$ cat src/rtl/banco_operandos.sv
// Operand register bank for the calculator: shifts hex digits into A and B,
// latches the operation and produces a registered result and display value.
module banco_operandos #(
  parameter  int DIGITS = 4,
  parameter  int CNT_W  = 3,
  localparam int W      = 4 * DIGITS
) (
  input  logic             clk,
  input  logic             rst,
  input  logic             trigger_1,
  input  logic             trigger_2,
  input  logic             trigger_op,
  input  logic             reset_a_reg,
  input  logic [2:0]       estado,
  input  logic [3:0]       digit_in,
  input  logic [1:0]       op_in,
  output logic [W-1:0]     display_value,
  output logic             result_valid,
  output logic             carry_flag,
  output logic             neg_flag,
  output logic [CNT_W-1:0] count_a,
  output logic [CNT_W-1:0] count_b
);

  typedef enum logic {S_IDLE, S_CALC} state_t;

  state_t           r_state;
  state_t           w_state_next;
  logic [W-1:0]     r_a;
  logic [W-1:0]     r_b;
  logic [1:0]       r_op;
  logic [W-1:0]     r_result;
  logic [CNT_W-1:0] r_count_a;
  logic [CNT_W-1:0] r_count_b;
  logic             r_result_valid;
  logic             r_carry;
  logic             r_neg;
  logic [W-1:0]     r_display;

  logic             w_clear;
  logic             w_calc;
  logic             w_load_any;
  logic             w_a_ge_b;
  logic [W:0]       w_sum;
  logic [W-1:0]     w_diff;
  logic [W-1:0]     w_and;
  logic [W-1:0]     w_or;
  logic [W-1:0]     w_res;
  logic             w_carry;
  logic             w_neg;
  logic [W-1:0]     w_disp;

  assign w_clear    = rst | reset_a_reg;
  assign w_calc     = (r_state == S_CALC);
  assign w_load_any = trigger_1 | trigger_2;

  // pending is the CALC state; a trigger_op seen in CALC keeps it there
  always_ff @(posedge clk) begin
    if (w_clear) r_state <= S_IDLE;
    else         r_state <= w_state_next;
  end

  always_comb begin
    w_state_next = S_IDLE;
    if (trigger_op) w_state_next = S_CALC;
  end

  genvar gi;
  generate
    for (gi = 0; gi < W; gi++) begin : g_bitwise
      assign w_and[gi] = r_a[gi] & r_b[gi];
      assign w_or[gi]  = r_a[gi] | r_b[gi];
    end
  endgenerate

  assign w_sum    = {1'b0, r_a} + {1'b0, r_b};
  assign w_a_ge_b = (r_a >= r_b);
  assign w_diff   = w_a_ge_b ? (r_a - r_b) : (r_b - r_a);

  always_comb begin
    w_res   = '0;
    w_carry = 1'b0;
    w_neg   = 1'b0;
    case (r_op)
      2'b00: begin w_res = w_sum[W-1:0]; w_carry = w_sum[W]; end
      2'b01: begin w_res = w_diff; w_neg = ~w_a_ge_b; end
      2'b10: w_res = w_and;
      default: w_res = w_or;
    endcase
  end

  always_ff @(posedge clk) begin
    if (w_clear) begin
      r_a       <= '0;
      r_b       <= '0;
      r_op      <= '0;
      r_count_a <= '0;
      r_count_b <= '0;
    end else begin
      if (trigger_1 && (r_count_a < CNT_W'(DIGITS))) begin
        r_a       <= {r_a[W-5:0], digit_in};
        r_count_a <= r_count_a + 1'b1;
      end
      if (trigger_2 && (r_count_b < CNT_W'(DIGITS))) begin
        r_b       <= {r_b[W-5:0], digit_in};
        r_count_b <= r_count_b + 1'b1;
      end
      if (trigger_op) r_op <= op_in;
    end
  end

  // A new digit invalidates the result even if a computation finishes this cycle
  always_ff @(posedge clk) begin
    if (w_clear) begin
      r_result       <= '0;
      r_result_valid <= 1'b0;
      r_carry        <= 1'b0;
      r_neg          <= 1'b0;
    end else if (w_load_any) begin
      r_result_valid <= 1'b0;
      r_carry        <= 1'b0;
      r_neg          <= 1'b0;
    end else if (w_calc) begin
      r_result       <= w_res;
      r_result_valid <= 1'b1;
      r_carry        <= w_carry;
      r_neg          <= w_neg;
    end
  end

  always_comb begin
    w_disp = '0;
    case (estado)
      3'd0: w_disp = r_a;
      3'd1: w_disp = r_b;
      3'd2: w_disp = {{(W-2){1'b0}}, r_op};
      3'd3: w_disp = r_result_valid ? r_result : '0;
      default: w_disp = '0;
    endcase
  end

  always_ff @(posedge clk) begin
    if (w_clear) r_display <= '0;
    else         r_display <= w_disp;
  end

  assign display_value = r_display;
  assign result_valid  = r_result_valid;
  assign carry_flag    = r_carry;
  assign neg_flag      = r_neg;
  assign count_a       = r_count_a;
  assign count_b       = r_count_b;

endmodule

$ cat config.mk
export PLATFORM = sky130hd
export DESIGN_NAME = banco_operandos
export DESIGN_NICKNAME = d
export VERILOG_FILES = /design/src/rtl/banco_operandos.sv
export SDC_FILE = /design/constraint.sdc
export NUM_CORES = 1
export LEC_CHECK = 0
export ABC_AREA = 0
export ABC_CLOCK_PERIOD_IN_PS = 4040
export BUFFER_PORTS_ARGS = -buffer_cell sky130_fd_sc_hd__buf_2
export CAP_MARGIN = 20
export CORE_AREA = 3 3 105 107
export CTS_BUF_LIST = sky130_fd_sc_hd__clkbuf_8 sky130_fd_sc_hd__clkbuf_16
export CTS_CLUSTER_DIAMETER = 30
export CTS_CLUSTER_SIZE = 25
export DETAILED_ROUTE_END_ITERATION = 16
export DIE_AREA = 0 0 108 110
export PLACE_DENSITY = 0.73
export SYNTH_ARGS = -nofsm -noshare
export SYNTH_HDL_FRONTEND = slang
export SYNTH_SLANG_ARGS = --single-unit
$ cat constraint.sdc
create_clock -name clk -period 4.04 [get_ports clk]
set_input_delay 0.202 -clock clk [delete_from_list [all_inputs] [get_ports clk]]
set_output_delay 0.202 -clock clk [all_outputs]
set_load 0.005 [all_outputs]
==> results of run 1 <==
through the flow:
step | area, um2 | worst slack [ns] | cells | util | hold WS (ns)
4_1_cts | 6020 | 0.569 | 894 | 0.589 | 0.0676
3_3_place_gp | 5800 | 0.697 | 879 | 0.567 | 0.433
5_1_grt | 6020 | 0.236 | 894 | 0.589 | 0.0889
2_1_floorplan | 5550 | 1.03 | 739 | - | 0.317
3_5_place_dp | 5800 | 0.604 | 879 | 0.567 | 0.443
6_report | 6020 | 0.526 | 894 | 0.589 | 0.0755
tightest hold or removal path: stages:
cell and delay, ns:
buf_2 0.07, mux2i_1 0.05, nor2_1 0.07
state kept, by name, indices dropped and copies added, names as in the netlist:
name           count
neg_flag           1
r_state            1
carry_flag         1
r_b               16
r_op               2
r_a               16
display_value     16
count_a            3
r_result          16
count_b            3
result_valid       1
synth_stat cells, types with 4 or more instances:
cell      count
a31oi_1       4
xnor2_1      15
buf_2         7
inv_1        50
a22oi_1      14
nand2_1     107
nor3_1       16
nand2b_1     10
nor2_1       76
clkbuf_1     34
o21ai_0      36
o21bai_1     10
o221ai_1      4
o211ai_1      6
a21o_1        6
a21oi_1      98
ha_1         70
nor4_1        6
mux2i_1      16
a211oi_1      9
nand3_1       8
dfxtp_1      76
nor2b_1       8
nor3b_1       4
how the worst min path moves through the flow:
stage,to,cells after the start,slack [ns],startpoint
detailed placement,r_op[1]$_SDFFE_PP0P_,3,0.44,op_in[1]
CTS,r_op[1]$_SDFFE_PP0P_,3,0.07,op_in[1]
global route,r_a[1]$_SDFFE_PP0P_,3,0.09,digit_in[1]
finish,r_op[1]$_SDFFE_PP0P_,3,0.08,op_in[1]
floorplan,display_value[1]$_SDFF_PP0_,1,0.32,estado[1]
global placement,r_op[1]$_SDFFE_PP0P_,3,0.43,op_in[1]
area by class of cell:
cell class | count | area share
multi-input cells | 569 | 0.607
flip-flops and latches | 76 | 0.253
repair buffers | 48 | 0.0436
inverters | 50 | 0.0312
well taps | 136 | 0.0282
clock buffers | 10 | 0.0228
clock inverters | 5 | 0.0141
layer usage:
metal / vias up / part of all wire / track usage
met5: - / 0 / 0
met4: 0 / 0.016 / 0.0712
met3: 22 / 0.10 / 0.0617
met2: 247 / 0.43 / 0.424
met1: 2416 / 0.45 / 0.386
li1: 2557 / - / -
power by group:
group	internal, mW	switching [mW]
Sequential	0.755	0.0106
Clock	0.365	0.308
Combinational	0.0897	0.148
Total	1.21	0.467
logic make-up (layout without fill, tap and decap cells):
logic type               Yosys count  count (layout)  synth area share
AO/OA/AOI/OAI                    214             214             0.233
flip-flops                        76              76             0.274
XOR/XNOR                          16              16            0.0252
AND/OR/NAND/NOR                  248             248             0.197
multiplexers                      18              18            0.0349
buffers and inverters             94             113            0.0671
adder cells (fa/ha/maj)           73              73             0.169
==> flow_summary.json, run 1 <==
{
  "ant_nets": 0,
  "worstMarginPinSlew_ns": 1.07,
  "vdd_drop_max_uv": 225,
  "clk_latency_ns": 0.36,
  "cts_tree": "yes",
  "syn_avg_cell_area_um2": 7.52,
  "cp_num_buf_inv": 1,
  "cp.depth": 12,
  "synth_top_area_cell": "dfxtp_1",
  "finalHoldViolations": 0,
  "multi_input_area_um2": 3660,
  "synth_area_um2": 5550,
  "yosysUniqueCellTypes": 57,
  "critPathKind": "register to register",
  "rows": 37,
  "skew_ns": 0.0120,
  "viasPerCell": 5.86,
  "startpoint": "r_b[1]$_SDFFE_PP0P_",
  "grt_first_pass_wirelength_mm": 25.3,
  "ff_latch_area_um2": 1520,
  "gp_congestion": 1.01,
  "n_antenna_cell": 0,
  "end_kind": "register",
  "ys_warn_count": 0,
  "area_growth_pct": 8.47,
  "die_area_um2": 11900,
  "grt_max_degree": 45,
  "crit_path_frequent_cell": "a21oi_1",
  "relSlewSlack": 0.283,
  "hp-class": "primary input to register",
  "grt_pass1_vias": 4869,
  "globalRouteOverflowTotal": 0,
  "synth_area_leaders": "dfxtp_1 (27%), ha_1 (16%), a21oi_1 (8.8%)",
  "die_x_um": 108,
  "synth-seq-cells": 76,
  "finalPower_mw": 1.68,
  "portBuffers": 39,
  "crit_slowest_cell": "dfxtp_1",
  "die_y_um": 110,
  "drt_iter0_drc": 505,
  "p_leak_nw": 2.31,
  "wl_mm": 15.6,
  "synth_top_area_frac": 0.274,
  "post_cts_buffers": 0,
  "fillers": 980,
  "synth_edf_count": 0,
  "powerDensity_nw_per_um2": 278,
  "synth_nets": 827,
  "nets": 842,
  "grtUsageTotal": 0.274,
  "seq_area_frac_synth": 0.274,
  "rsz0062_at_grt": "no",
  "syn_inst": 739,
  "r2r_cells": 12,
  "drive_gt1_frac": 0.0950,
  "finalCritPeriodShare": 0.870,
  "clockRootBuffer": "clkbuf_8",
  "fin_crit_ns": 3.51,
  "cp-endpoint": "r_result[15]$_SDFFE_PP0P_",
  "timing.setup.tns_ns": 0,
  "final_common_cell": "nand2_1",
  "async_reset_ff_frac": 0,
  "clock_sinks": 76,
  "cts_buffers": 9,
  "crit_chain": "inv_1, ha_1, a21o_1, a21oi_1, o21ai_0, o211ai_1, a31o_2, o21bai_1, a21oi_1, xnor2_1, a221oi_1, o31ai_1",
  "h-tree-depth": 3,
  "wire_per_inst_um": 17.4,
  "timing.rr.start": "r_b[1]$_SDFFE_PP0P_",
  "crit_arrival_ns": 3.72,
  "clkTransAtPathRegs_ns": 0.09,
  "startpoint_type": "register",
  "cap_viol_max_count": 0,
  "setup_violations": 0,
  "core_area_um2": 10200,
  "worstPathRequired_ns": 4.24,
  "dp_hpwl_mm": 11.8,
  "hold_buffers": 0,
  "r2r-end": "r_result[15]$_SDFFE_PP0P_",
  "most-common-layout-cells": "nand2_1 (107), a21oi_1 (98), nor2_1 (76), dfxtp_1 (76), ha_1 (70)",
  "crit_fanout": 8,
  "antenna_found_initial": 0,
  "crit_family": "compound AO/OA/AOI/OAI gates",
  "critPathMaxStageDelay_ns": 0.56,
  "status": "complete, no violations",
  "ctsLongestPathBuffers": 2,
  "drcViolationCount": 0,
  "io_pins": 40,
  "first_pass_iters": 5,
  "dr_total_vias": 5242,
  "reg2reg_setup_slack_ns": 0.53,
  "start_util": 0.543,
  "max_freq_ghz": 0.285,
  "ys.flop_type": "dfxtp_1",
  "cts_resized": 0,
  "drv_slew": 0
}
No activity file was read; power rests on OpenSTA's default activity.
==> run 2: changes to the inputs <==
--- a/config.mk
+++ b/config.mk
@@ -9,13 +9,15 @@
 export ABC_CLOCK_PERIOD_IN_PS = 4040
 export BUFFER_PORTS_ARGS = -buffer_cell sky130_fd_sc_hd__buf_2
 export CAP_MARGIN = 20
-export CORE_AREA = 3 3 105 107
+export CELL_PAD_IN_SITES_DETAIL_PLACEMENT = 0
+export CELL_PAD_IN_SITES_GLOBAL_PLACEMENT = 1
+export CORE_AREA = 3 3 116 118
 export CTS_BUF_LIST = sky130_fd_sc_hd__clkbuf_8 sky130_fd_sc_hd__clkbuf_16
 export CTS_CLUSTER_DIAMETER = 30
 export CTS_CLUSTER_SIZE = 25
 export DETAILED_ROUTE_END_ITERATION = 16
-export DIE_AREA = 0 0 108 110
-export PLACE_DENSITY = 0.73
+export DIE_AREA = 0 0 119 121
+export PLACE_DENSITY_LB_ADDON = 0.1
 export SYNTH_ARGS = -nofsm -noshare
 export SYNTH_HDL_FRONTEND = slang
 export SYNTH_SLANG_ARGS = --single-unit
==> run 2 against run 1 <==
Final cell count rose by 4.7%. Sequential share of layout area shrank 0.75 points. Largest cell class unchanged. Critical path depth up 2. Count of clock-buffer cells in the layout increased by 1. Via count rose by 0.76%. Worst setup slack gained 0.076 ns. Power grew 9.8%. Fmax up 2.2%. Global-route usage fell by 3.1 points. Register-to-register slack better by 0.08 ns. Cell area is 3.1% higher.
==> flow_summary.json, run 2 (synthesis gave the netlist of run 1 again) <==
{
  "worstPathRequired_ns": 4.25,
  "finalCritPeriodShare": 0.851,
  "ctsLongestPathBuffers": 2,
  "pwr-share-comb": 0.134,
  "holdCritStartpoint": "op_in[1]",
  "dp_hpwl_mm": 13.3,
  "drt_iter0_drc": 534,
  "powerDensity_nw_per_um2": 296,
  "clkTransAtPathRegs_ns": 0.06,
  "hold_path_depth": 3,
  "critPathKind": "register to register",
  "power.internal_mw": 1.36,
  "die_area_um2": 14400,
  "relSlewSlack": 0.396,
  "die_y_um": 121,
  "antenna_found_initial": 0,
  "status": "complete, no violations",
  "viasPerCell": 5.64,
  "finalHoldViolations": 0,
  "reg2reg_setup_slack_ns": 0.60,
  "fillers": 1271,
  "globalRouteOverflowTotal": 0,
  "wl_met3_mm": 1.29,
  "fin_util": 0.494,
  "drive_gt1_frac": 0.101,
  "most-common-layout-cells": "nand2_1 (107), a21oi_1 (98), nor2_1 (76), dfxtp_1 (76), ha_1 (70)",
  "io_pins": 40,
  "setup_violations": 0,
  "clk_latency_ns": 0.35,
  "grtUsageTotal": 0.243,
  "highest_layer": "met4",
  "cts_resized": 0,
  "clockRootBuffer": "clkbuf_16",
  "grt_first_pass_wirelength_mm": 27.4,
  "hp-class": "primary input to register",
  "timing.rr.start": "r_b[1]$_SDFFE_PP0P_",
  "cts_tree": "yes",
  "wl_met1_mm": 8.45,
  "vdd_drop_max_uv": 157,
  "die_x_um": 119,
  "timing.setup.tns_ns": 0,
  "post_cts_buffers": 0,
  "max_freq_ghz": 0.291,
  "p_leak_nw": 2.39,
  "n_antenna_cell": 0,
  "grt_pass1_vias": 4860,
  "crit_fanout": 18,
  "wire_per_inst_um": 18.5,
  "end_kind": "register",
  "min_to": "r_op[1]$_SDFFE_PP0P_",
  "grt_max_degree": 45,
  "nets": 847,
  "cap_viol_max_count": 0,
  "final_common_cell": "nand2_1",
  "fin_crit_ns": 3.44,
  "hold_buffers": 0,
  "gp_congestion": 0.927,
  "start_util": 0.442,
  "h-tree-depth": 3,
  "portBuffers": 39,
  "core_area_um2": 12600,
  "worstMarginPinSlew_ns": 0.906,
  "swShare": 0.263,
  "p_sw_mw": 0.483,
  "rows": 41,
  "wl_mm": 17.3,
  "first_pass_iters": 5,
  "ff_latch_area_um2": 1520,
  "drv_slew": 0,
  "pwr-share-clk": 0.449,
  "power_frac_seq": 0.417,
  "cts_buffers": 9,
  "r2r-end": "r_result[7]$_SDFFE_PP0P_",
  "clock_sinks": 76,
  "multi_input_area_um2": 3660,
  "crit_arrival_ns": 3.65,
  "ant_nets": 0,
  "routed-wl-met2_mm": 7.30,
  "skew_ns": 0.00697,
  "r2r_cells": 14,
  "rsz0062_at_grt": "no",
  "drcViolationCount": 0,
  "startpoint_type": "register",
  "dr_total_vias": 5282,
  "area_growth_pct": 11.8
}
run 2: critical path: stages (launching register included):
cell,delay (ns)
dfxtp_1,0.54
inv_1,0.16
fa_1,0.43
nor3b_1,0.15
nor3_1,0.18
buf_4,0.16
a21oi_1,0.07
o21ai_1,0.14
a31o_1,0.31
buf_4,0.30
mux2i_1,0.21
nor2_1,0.06
a311oi_1,0.30
xnor2_1,0.18
o221ai_2,0.11
run 2: cell type report:
| type | instances | share of cell area |
|---|---|---|
| Timing Repair Buffer | 53 | 0.0516 |
| Tap cell | 172 | 0.0347 |
| Inverter | 50 | 0.0302 |
| Clock inverter | 5 | 0.00826 |
| Multi-Input combinational cell | 569 | 0.589 |
| Clock buffer | 11 | 0.0407 |
| Sequential cell | 76 | 0.245 |
run 2: metal layers:
| metal | track usage | vias to the layer above |
|---|---|---|
| met3 | 0.0401 | 19 |
| li1 | - | 2576 |
| met4 | 0.0739 | 0 |
| met1 | 0.361 | 2503 |
| met5 | 0 | - |
| met2 | 0.359 | 184 |
run 2: worst max path at each step:
stage	start	to	cells after the start
3_5_place_dp	r_b[1]$_SDFFE_PP0P_	r_result[7]$_SDFFE_PP0P_	14
6_report	r_b[1]$_SDFFE_PP0P_	r_result[7]$_SDFFE_PP0P_	14
5_1_grt	r_b[1]$_SDFFE_PP0P_	r_result[14]$_SDFFE_PP0P_	14
3_3_place_gp	r_b[1]$_SDFFE_PP0P_	r_result[7]$_SDFFE_PP0P_	14
4_1_cts	r_b[1]$_SDFFE_PP0P_	r_result[7]$_SDFFE_PP0P_	14
2_1_floorplan	r_b[1]$_SDFFE_PP0P_	r_result[7]$_SDFFE_PP0P_	13
run 2: stage by stage:
step           hold slack (ns)  setup slack (ns)  area (um2)  std cells  total power [mW]
3_3_place_gp             0.439             0.699        5870        918              1.02
4_1_cts                 0.0828             0.579        6170        934              1.85
2_1_floorplan            0.317              1.03        5550        739             0.955
5_1_grt                  0.113             0.245        6210        936              1.91
3_5_place_dp             0.443             0.612        5870        918              1.02
6_report                0.0887             0.602        6210        936              1.84
run 2: power by group through the flow:
stage,logic [mW],clock network [mW],registers [mW]
floorplan,0.175,0,0.780
global placement,0.243,0,0.782
detailed placement,0.241,0,0.783
CTS,0.242,0.840,0.766
global route,0.272,0.866,0.767
finish,0.247,0.826,0.766
==> run 3: changes to the inputs <==
--- a/config.mk
+++ b/config.mk
@@ -5,18 +5,18 @@
 export SDC_FILE = /design/constraint.sdc
 export NUM_CORES = 1
 export LEC_CHECK = 0
-export ABC_AREA = 0
+export ABC_AREA = 1
 export ABC_CLOCK_PERIOD_IN_PS = 4040
 export BUFFER_PORTS_ARGS = -buffer_cell sky130_fd_sc_hd__buf_2
 export CAP_MARGIN = 20
 export CELL_PAD_IN_SITES_DETAIL_PLACEMENT = 0
 export CELL_PAD_IN_SITES_GLOBAL_PLACEMENT = 1
-export CORE_AREA = 3 3 116 118
+export CORE_AREA = 3 3 123 125
 export CTS_BUF_LIST = sky130_fd_sc_hd__clkbuf_8 sky130_fd_sc_hd__clkbuf_16
 export CTS_CLUSTER_DIAMETER = 30
 export CTS_CLUSTER_SIZE = 25
 export DETAILED_ROUTE_END_ITERATION = 16
-export DIE_AREA = 0 0 119 121
+export DIE_AREA = 0 0 126 128
 export PLACE_DENSITY_LB_ADDON = 0.1
 export SYNTH_ARGS = -nofsm -noshare
 export SYNTH_HDL_FRONTEND = slang
==> run 3 against run 2 <==
Sequential power rose by 3.0%. Sequential share of layout area is 2.5 points lower. Register-to-register slack improved by 0.67 ns. Routed wire length up 20%. Clock power up 3.4%.
==> flow_summary.json, run 3 <==
{
  "status": "complete, no violations",
  "holdCritStartpoint": "trigger_op",
  "clk_latency_ns": 0.34,
  "core_area_um2": 14000,
  "setup_violations": 0,
  "h-tree-depth": 3,
  "antenna_found_initial": 0,
  "grtUsageTotal": 0.257,
  "synth_nets": 1050,
  "p_sw_mw": 0.752,
  "first_pass_iters": 6,
  "min_to": "r_state$_SDFF_PP0_",
  "power_frac_seq": 0.353,
  "drt_iter0_drc": 724,
  "start_util": 0.453,
  "pwr-share-comb": 0.265,
  "p_leak_nw": 3.36,
  "syn_avg_cell_area_um2": 6.59,
  "worst_slack_ns": 1.27,
  "crit_fanout": 15,
  "rsz0062_at_grt": "no",
  "fin_crit_ns": 2.77,
  "place_ws_ns": 1.34,
  "yosysUniqueCellTypes": 41,
  "reg2reg_setup_slack_ns": 1.27,
  "n_antenna_cell": 0,
  "rows": 43,
  "cap_viol_max_count": 0,
  "max_freq_ghz": 0.361,
  "dp_hpwl_mm": 15.8,
  "crit_arrival_ns": 2.99,
  "ctsLongestPathBuffers": 2,
  "grt_first_pass_wirelength_mm": 32.9,
  "cts_resized": 0,
  "power.internal_mw": 1.48,
  "die_y_um": 128,
  "worstMarginPinSlew_ns": 0.918,
  "wire_per_inst_um": 17.9,
  "grt_pass1_vias": 5808,
  "finalCritPeriodShare": 0.686,
  "portBuffers": 39,
  "most-common-layout-cells": "nand2_1 (245), inv_1 (133), a21oi_1 (99), nand3_1 (80), dfxtp_1 (76)",
  "vdd_drop_max_uv": 223,
  "finalHoldViolations": 0,
  "startpoint_type": "register",
  "die_x_um": 126,
  "fillers": 1508,
  "clockRootBuffer": "clkbuf_16",
  "timing.rr.start": "r_b[7]$_SDFFE_PP0P_",
  "timing.setup.tns_ns": 0,
  "yosysMostFrequentCell": "nand2_1",
  "end_kind": "register",
  "synthTopCellsByCount": "nand2_1 (245), inv_1 (132), a21oi_1 (99)",
  "hp-class": "primary input to register",
  "hold_path_depth": 3,
  "pwr-share-clk": 0.382,
  "synth-seq-cells": 76,
  "r2r_cells": 13,
  "area_growth_pct": 9.16,
  "globalRouteOverflowTotal": 0,
  "post_cts_buffers": 0,
  "io_pins": 40,
  "critPathKind": "register to register",
  "r2r-end": "r_result[12]$_SDFFE_PP0P_",
  "swShare": 0.337,
  "nets": 1066,
  "drv_slew": 0,
  "grt_max_degree": 57,
  "wl_mm": 20.7,
  "clkTransAtPathRegs_ns": 0.06,
  "final_common_cell": "nand2_1",
  "dr_total_vias": 6209,
  "async_reset_ff_frac": 0,
  "cts_buffers": 9,
  "clock_sinks": 76,
  "fin_util": 0.494,
  "gp_congestion": 0.944,
  "powerDensity_nw_per_um2": 323,
  "ant_nets": 0,
  "drive_gt1_frac": 0.107,
  "synth_top_area_cell": "dfxtp_1",
  "ys_warn_count": 0,
  "hold_buffers": 0,
  "cts_tree": "yes",
  "syn_inst": 962,
  "skew_ns": 0.00692,
  "synth_edf_count": 0,
  "worstPathRequired_ns": 4.26,
  "die_area_um2": 16100,
  "ys.flop_type": "dfxtp_1",
  "seq_area_frac_synth": 0.240,
  "synth_top_area_frac": 0.240,
  "synth_area_leaders": "dfxtp_1 (24%), nand2_1 (15%), ha_1 (14%)",
  "viasPerCell": 5.35,
  "relSlewSlack": 0.387,
  "synth_area_um2": 6340,
  "drcViolationCount": 0
}
==> run 3: cell types whose count changed in the layout (fill, tap and decap cells not counted), moves of 14 or more <==
cell / change
inv_1: +82
o21ai_0: +29
a22oi_1: -14
mux2i_1: -16
xor2_1: +15
nand2_1: +138
nor2_1: -36
xnor2_1: -15
nand3_1: +72
==> run 3: area by class of cell <==
| type | instances | area (um2) | area share |
|---|---|---|---|
| Clock buffer | 9 | 225 | 0.0326 |
| Clock inverter | 5 | 80.1 | 0.0116 |
| Inverter | 144 | 546 | 0.0789 |
| Multi-Input combinational cell | 701 | 4050 | 0.586 |
| Sequential cell | 76 | 1520 | 0.220 |
| Tap cell | 180 | 225 | 0.0326 |
| Timing Repair Buffer | 46 | 268 | 0.0387 |
==> run 3: power by group through the flow <==
| stage | sequential (mW) | combinational (mW) | clock (mW) |
|---|---|---|---|
| 2_1_floorplan | 0.795 | 0.449 | 0 |
| 3_3_place_gp | 0.804 | 0.592 | 0 |
| 3_5_place_dp | 0.804 | 0.578 | 0 |
| 4_1_cts | 0.788 | 0.582 | 0.854 |
| 5_1_grt | 0.791 | 0.659 | 0.886 |
| 6_report | 0.789 | 0.591 | 0.854 |
==> run 3: worst max-delay path, cell delays in order (launching register included) <==
cell	delay (ns)
dfxtp_1	0.44
inv_1	0.14
ha_1	0.65
inv_4	0.08
nand2_4	0.08
nand2_4	0.05
a21oi_4	0.14
nand3_4	0.10
a21oi_4	0.46
nand2_1	0.10
nand3_1	0.15
nand3_1	0.11
nand2_1	0.07
a21oi_1	0.06
==> run 3: layer usage <==
metal  global-route usage  share of wire
met2                0.370           0.40
met5                    0              0
met3               0.0354          0.074
met4               0.0473         0.0094
met1                0.406           0.51
==> run 3: worst max-delay path by stage <==
| stage | startpoint | to | depth (start not counted) |
|---|---|---|---|
| after floorplan | r_a[0]$_SDFFE_PP0P_ | r_result[10]$_SDFFE_PP0P_ | 15 |
| after CTS | r_b[3]$_SDFFE_PP0P_ | r_result[12]$_SDFFE_PP0P_ | 13 |
| final | r_b[7]$_SDFFE_PP0P_ | r_result[12]$_SDFFE_PP0P_ | 13 |
| after global placement | r_a[7]$_SDFFE_PP0P_ | r_result[8]$_SDFFE_PP0P_ | 13 |
| after global routing | r_b[3]$_SDFFE_PP0P_ | carry_flag$_SDFFE_PP0P_ | 12 |
| after detailed placement | r_b[3]$_SDFFE_PP0P_ | r_result[12]$_SDFFE_PP0P_ | 13 |
==> run 3: logic make-up (layout without fill, tap and decap cells) <==
kind of cell,after synthesis,count (layout),share of synthesized area
DFF,76,76,0.240
AOI/OAI and AO/OA,206,206,0.185
xor gates and xnor gates,16,16,0.0221
and+or+nand+nor,406,406,0.282
buffers and inverters,185,204,0.123
adders and majority gates,73,73,0.148
==> run 3: stage by stage <==
step / total power [mW] / cell area [um2] / instances / hold WS (ns)
after floorplan: 1.24 / 6340 / 962 / 0.370
after global placement: 1.40 / 6580 / 1146 / 0.456
after detailed placement: 1.38 / 6580 / 1146 / 0.458
after global routing: 2.34 / 6920 / 1161 / 0.191
final: 2.23 / 6920 / 1161 / 0.154
after CTS: 2.22 / 6890 / 1160 / 0.149
